`src/rtl/btn_pkg.sv`:
```
`default_nettype none
// ============================================================================
//  Module      : btn_pkg
//  Description : Shared types and constants for the button pulser: per-channel
//                debounce FSM state encoding, pulse-source mode codes and the
//                counter width helper.
//  Revision    : 1.0 - initial release
// ============================================================================
package btn_pkg;

    // Per-channel debounce FSM states.
    typedef enum logic [1:0] {
        IDLE   = 2'd0,
        DEB_HI = 2'd1,
        HELD   = 2'd2,
        DEB_LO = 2'd3
    } btn_state_e;

    // Pulse source selection.
    localparam int MODE_PRESS   = 0;
    localparam int MODE_RELEASE = 1;
    localparam int MODE_BOTH    = 2;

    // Width that holds the larger terminal count so neither counter can wrap.
    function automatic int cnt_width(input int deb, input int rep);
        int m;
        m = (deb > rep) ? deb : rep;
        return $clog2(m + 1);
    endfunction

endpackage
`default_nettype wire

```
`src/rtl/btn_channel.sv`:
```
`default_nettype none
// ============================================================================
//  Module      : btn_channel
//  Description : One button channel: 2-flop synchroniser, 4-state debounce
//                FSM, optional auto-repeat and registered pulse/level outputs.
//  Revision    : 1.0 - initial release
// ============================================================================
module btn_channel
    import btn_pkg::*;
#(
    parameter int DEB_CYCLES    = 4,
    parameter int MODE          = 0,
    parameter int REPEAT_EN     = 0,
    parameter int REPEAT_CYCLES = 16
) (
    input  logic clk,
    input  logic rst,
    input  logic i_bi,
    output logic o_bo,
    output logic o_level
);

    localparam int             CW         = cnt_width(DEB_CYCLES, REPEAT_CYCLES);
    localparam logic [CW-1:0]  C_ONE      = CW'(1);
    localparam logic [CW-1:0]  C_DEB_LAST = CW'(DEB_CYCLES - 1);
    localparam logic [CW-1:0]  C_REP_LAST = CW'(REPEAT_CYCLES - 1);
    localparam bit             C_PRESS_EN = (MODE == MODE_PRESS) || (MODE == MODE_BOTH);
    localparam bit             C_REL_EN   = (MODE == MODE_RELEASE) || (MODE == MODE_BOTH);
    // Auto-repeat only makes sense when press pulses are being generated.
    localparam bit             C_REP_EN   = (REPEAT_EN != 0) && C_PRESS_EN;

    logic          r_sync1;
    logic          r_sync2;
    btn_state_e    r_state;
    btn_state_e    w_state_nxt;
    logic [CW-1:0] r_cnt;
    logic [CW-1:0] w_cnt_nxt;
    logic [CW-1:0] r_rcnt;
    logic [CW-1:0] w_rcnt_nxt;
    logic          r_bo;
    logic          w_bo_nxt;
    logic          r_level;
    logic          w_level_nxt;

    // Two-flop synchroniser for the raw asynchronous button level.
    always_ff @(posedge clk or negedge rst) begin
        if (!rst) begin
            r_sync1 <= 1'b0;
            r_sync2 <= 1'b0;
        end else begin
            r_sync1 <= i_bi;
            r_sync2 <= r_sync1;
        end
    end

    // State, counters and registered outputs.
    always_ff @(posedge clk or negedge rst) begin
        if (!rst) begin
            r_state <= IDLE;
            r_cnt   <= '0;
            r_rcnt  <= '0;
            r_bo    <= 1'b0;
            r_level <= 1'b0;
        end else begin
            r_state <= w_state_nxt;
            r_cnt   <= w_cnt_nxt;
            r_rcnt  <= w_rcnt_nxt;
            r_bo    <= w_bo_nxt;
            r_level <= w_level_nxt;
        end
    end

    // Debounce transitions; the repeat counter defaults to zero so it clears
    // whenever the channel is not sitting in HELD.
    always_comb begin
        w_state_nxt = r_state;
        w_cnt_nxt   = r_cnt;
        w_rcnt_nxt  = '0;
        w_bo_nxt    = 1'b0;
        case (r_state)
            IDLE: begin
                if (r_sync2) begin
                    w_state_nxt = DEB_HI;
                    w_cnt_nxt   = C_ONE;
                end
            end
            DEB_HI: begin
                if (!r_sync2) begin
                    w_state_nxt = IDLE;
                    w_cnt_nxt   = '0;
                end else if (r_cnt == C_DEB_LAST) begin
                    w_state_nxt = HELD;
                    w_cnt_nxt   = '0;
                    w_bo_nxt    = C_PRESS_EN;
                end else begin
                    w_cnt_nxt = r_cnt + C_ONE;
                end
            end
            HELD: begin
                if (!r_sync2) begin
                    w_state_nxt = DEB_LO;
                    w_cnt_nxt   = C_ONE;
                end else if (C_REP_EN) begin
                    if (r_rcnt == C_REP_LAST) begin
                        w_bo_nxt = 1'b1;
                    end else begin
                        w_rcnt_nxt = r_rcnt + C_ONE;
                    end
                end
            end
            DEB_LO: begin
                if (r_sync2) begin
                    // Aborted release: back to HELD silently, repeat period restarts.
                    w_state_nxt = HELD;
                    w_cnt_nxt   = '0;
                end else if (r_cnt == C_DEB_LAST) begin
                    w_state_nxt = IDLE;
                    w_cnt_nxt   = '0;
                    w_bo_nxt    = C_REL_EN;
                end else begin
                    w_cnt_nxt = r_cnt + C_ONE;
                end
            end
            default: begin
                w_state_nxt = IDLE;
                w_cnt_nxt   = '0;
            end
        endcase
        w_level_nxt = (w_state_nxt == HELD) || (w_state_nxt == DEB_LO);
    end

    assign o_bo    = r_bo;
    assign o_level = r_level;

endmodule
`default_nettype wire

```
`src/rtl/btn_pulser.sv`:
```
`default_nettype none
// ============================================================================
//  Module      : btn_pulser
//  Description : N_CH independent debounced button channels producing one-cycle
//                press/release/auto-repeat pulses plus debounced levels.
//  Revision    : 1.0 - initial release
// ============================================================================
module btn_pulser
    import btn_pkg::*;
#(
    parameter int N_CH          = 4,
    parameter int DEB_CYCLES    = 4,
    parameter int MODE          = 0,
    parameter int REPEAT_EN     = 0,
    parameter int REPEAT_CYCLES = 16
) (
    input  logic            clk,
    input  logic            rst,
    input  logic [N_CH-1:0] bi,
    output logic [N_CH-1:0] bo,
    output logic [N_CH-1:0] level,
    output logic            any_bo
);

    // Refuse to build with an undefined pulse source.
    if ((MODE < MODE_PRESS) || (MODE > MODE_BOTH)) begin : g_bad_mode
        $error("btn_pulser: MODE must be 0, 1 or 2");
    end

    // One fully independent channel per button.
    for (genvar i = 0; i < N_CH; i++) begin : g_ch
        btn_channel #(
            .DEB_CYCLES    (DEB_CYCLES),
            .MODE          (MODE),
            .REPEAT_EN     (REPEAT_EN),
            .REPEAT_CYCLES (REPEAT_CYCLES)
        ) u_channel (
            .clk     (clk),
            .rst     (rst),
            .i_bi    (bi[i]),
            .o_bo    (bo[i]),
            .o_level (level[i])
        );
    end

    // Combinational OR of the already-registered pulses.
    assign any_bo = |bo;

endmodule
`default_nettype wire

```
`config.mk`:
```
export PLATFORM = sky130hd
export DESIGN_NAME = btn_pulser
export DESIGN_NICKNAME = d
export VERILOG_FILES = /design/src/rtl/btn_pkg.sv /design/src/rtl/btn_channel.sv /design/src/rtl/btn_pulser.sv
export SDC_FILE = /design/constraint.sdc
export NUM_CORES = 1
export LEC_CHECK = 0
export BUFFER_PORTS_ARGS = -buffer_cell sky130_fd_sc_hd__buf_4
export CAP_MARGIN = 10
export CORE_MARGIN = 3
export CORE_UTILIZATION = 29
export CTS_CLUSTER_DIAMETER = 200
export CTS_CLUSTER_SIZE = 14
export DETAILED_ROUTE_END_ITERATION = 6
export GPL_ROUTABILITY_DRIVEN = 0
export GPL_TIMING_DRIVEN = 0
export PLACE_DENSITY_LB_ADDON = 0.05
export SLEW_MARGIN = 0
export SYNTH_ARGS = -nofsm -noshare
export SYNTH_HDL_FRONTEND = slang
export SYNTH_SLANG_ARGS = --single-unit
```
`constraint.sdc`:
```
create_clock -name clk -period 1.69 [get_ports clk]
set_input_delay 0.338 -clock clk [delete_from_list [all_inputs] [get_ports clk]]
set_output_delay 0.338 -clock clk [all_outputs]
set_load 0.005 [all_outputs]
```
==> qor.csv <==
stage,metric,value,unit
critical_path,Crit. Startpoint,g_ch[2].u_channel.o_bo$_DFF_PN0_,
die,DIE AREA,0.00777,sq mm
yosys,"flops & latches, synth",44,
yosys,Mean Syn Cell Area,12.0,sq um
critical_path,worst-path cell chain,"or4_4, buf_6",
placement,dpl cell area,0.00216,sq mm
global_routing,GRT Total Usage,9.95,%
route,Post-route DRC,0,
pwr,LEAKAGE,0.967,nW
global_routing,first-pass GRT wire length,6010,um
sta,Final period util,99.0,%
die,Core Region,0.00646,sq mm
yosys,main area contributors after synthesis,"dfrtp_1 56%, nor4b_4 4.9%, xor2_1 4.5%, nand2_1 4.4%, o22ai_1 3.8%",
cells_and_area,area of the multi-input gates,773,sq um
sta,final setup fails,0,
sta,Slew @ Worst Pin,643,ps
die,Initial Util,30.3,%
route,Detailed Route WL,3190,um
run,max-cap viol count,0,
sta,Final Hold Fails,0,
global_routing,met3 Resource Use GR,3.39,%
route,drt first pass iters,4,
route,via count,1223,
yosys,top-count cell post-synth,dfrtp_1,
cells_and_area,Finished Cell Area,0.00226,sq mm
global_routing,total congestion overflow,0,
yosys,Syn Inst Count,163,
critical_path,Critical Path Fanout Max,2,
status,status,"finished, final reports clean",
route,Vias/cell,4.67,
yosys,"Distinct cells, synth",25,
critical_path,CP startpoint kind,flop,
cts,post-CTS setup buffers,0,
die,I/O pin count,15,
critical_path,Worst path slowest cell,or4_4,
critical_path,critical path type,flop to output pin,
yosys,Mapped Area,0.00196,sq mm
sta,headroom to the max-slew limit,56.8,%
yosys,ys async rst share,100,%
global_routing,largest net degree at the start of global routing,45,
cells_and_area,final core occ,35.0,%
sta,post-route setup TNS,0,ps
cts,CTS tree,yes,
placement,DP HPWL,2230,um
die,DIE HEIGHT,88.2,um
critical_path,Slowest Stage Delay on Critical Path,530,ps
critical_path,CP Capture Type,output pin,
global_routing,GR Util met1,12.9,%
cells_and_area,Finished Layout Cells,262,
cts,total CTS buffers,5,
cts,H-tree depth,2,
min_path,Hold Path Class,input pin to asynchronous set/reset pin,
cells_and_area,ant diodes,0,
pwr,VDD IR max,0.447,mV
cts,clock transition at the registers of the reported paths,80,ps
cells_and_area,"Area growth, synth to finish",15.5,%
cells_and_area,layout cells sized above 1,23.2,%
sta,minimum clock period,1670,ps
pwr,PwrDens,1480,mW/mm^2
global_routing,vias in the first global route,1316,
yosys,Post-Syn Nets,173,
die,Row Count,29,
yosys,Yosys top cell by area,dfrtp_1,
global_routing,GR Layer Usage met2,15.1,%
yosys,"top cells by count, synth","44 x dfrtp_1, 23 x nand2_1, 12 x o22ai_1",
yosys,ys flop type,dfrtp_1,
cells_and_area,Layout fillers,634,
critical_path,CP required,1350,ps
route,Final ANT Viol Nets,0,
placement,worst slack at placement,160,ps
yosys,YS warnings,0,
cts,Bufs on Longest Clock Path,2,
route,average wire per standard cell,12.2,um
critical_path,Worst Reg-to-Reg Cells,4,
cells_and_area,Storage cell area,0.00110,sq mm
critical_path,RR Startpoint,g_ch[0].u_channel.r_cnt[0]$_DFFE_PN0P_,
yosys,Post-synth EDFFs,0,
cts,worst skew pair latency,290,ps
cts,clk root buf,clkbuf_8,
sta,f_max,598,MHz
sta,max-slew violation count,0,
yosys,sequential share of the synthesized area,56.2,%
route,drt initial violations,23,
global_routing,Top Usage Layer GRT,met2,
sta,Worst Skew,6.19,ps
sta,unrepaired setup endpoints after global routing,yes,
die,Chip Width,88.2,um
critical_path,crit path DAT,1340,ps
global_routing,antenna violations before repair,0,
placement,Cells after DPL,254,
yosys,post-synth top area share,56.2,%
sta,setup ws final,16.9,ps
cells_and_area,Layout Nets,194,
cts,# clock sinks,44,
placement,IO buf count,14,
-- cell families after synthesis --
group           synth area share, %
compound gates                 8.95
xor+xnor                       7.60
fa+ha+maj                      2.56
buf+inv                        4.47
flops                          56.2
mux                            4.60
simple gates                   15.6
-- critical path, delay by kind of cell, from the launching register on --
family	cells	cell delay (ps)
and+or+nand+nor	1	530
DFF	1	390
buffers and inverters	1	130
-- final cells by class --
class / count / share of cell area [%]
clock inverters: 1 / 0.332
well taps: 77 / 4.26
inverters: 3 / 0.498
multi-input cells: 104 / 34.2
clock buffers: 7 / 3.82
flip-flops and latches: 44 / 48.7
plain buffers: 12 / 3.38
repair buffers: 14 / 4.81
-- registers in the layout, summed over array words and instances (netlist names) --
register	flops
g_ch.u_channel.r_cnt	20
g_ch.u_channel.r_state	8
g_ch.u_channel.o_bo	4
g_ch.u_channel.o_level	4
g_ch.u_channel.r_sync1	4
g_ch.u_channel.r_sync2	4
-- power breakdown --
group / switching [W] / internal (W) / total (W)
clock network: 0.000350 / 0.000332 / 0.000682
logic: 0.000558 / 0.000576 / 0.00113
registers: 0.000213 / 0.00132 / 0.00153
-- timing repair --
item | in CTS | in global routing
cloned | 0 | 0
endpoints found under the setup margin | 1 | 1
gates resized for setup | 0 | 2
pin swaps | 1 | 1
hold buffers | 0 | 0
-- cell usage in the layout, fill, tap and decap left out --
cell type / Yosys / routed
inv_1: 3 / 3
nand2b_1: 3 / 3
o21ai_0: 2 / 2
nor4b_4: 4 / 4
clkinvlp_4: 0 / 1
ha_1: 4 / 4
or4_4: 0 / 1
clkbuf_8: 0 / 6
o32ai_1: 2 / 2
xor2_1: 10 / 10
mux2_2: 6 / 6
nand2_2: 1 / 1
o22ai_1: 12 / 12
a21oi_1: 7 / 7
buf_4: 8 / 21
buf_6: 0 / 1
o31ai_1: 1 / 1
nand3_1: 8 / 8
nand2_1: 23 / 23
mux2_1: 2 / 2
nor3b_1: 4 / 4
buf_2: 1 / 1
clkbuf_1: 3 / 4
o21a_1: 4 / 4
nand3b_1: 2 / 2
dfrtp_1: 44 / 44
xnor2_1: 7 / 7
or2_2: 1 / 1
-- stage by stage --
step	total power [W]	hold WS [ps]
final	0.00335	27.9
after global routing	0.00365	78.9
after CTS	0.00340	57.7
after detailed placement	0.00270	335
after global placement	0.00265	332
after floorplan	0.00236	42.4
-- per-layer routing --
| layer | routed length (um) | vias to the layer above |
|---|---|---|
| met5 | 0 | - |
| met4 | 7 | 0 |
| met3 | 113 | 2 |
| met2 | 1490 | 17 |
| met1 | 1570 | 601 |
| li1 | - | 603 |
-- worst paths after layout --
path | to | slack, ps
setup reg to reg | g_ch[0].u_channel.r_state[1]$_DFF_PN0_ | 170
max in group asynchronous | g_ch[3].u_channel.r_sync2$_DFF_PN0_ | 1280
hold reg to reg | g_ch[0].u_channel.r_sync2$_DFF_PN0_ | 350
setup / recovery | any_bo | 20
min in group clk | g_ch[1].u_channel.r_sync1$_DFF_PN0_ | 150
hold / removal | g_ch[0].u_channel.r_cnt[3]$_DFFE_PN0P_ | 30
(Power assumes the default switching activity.)
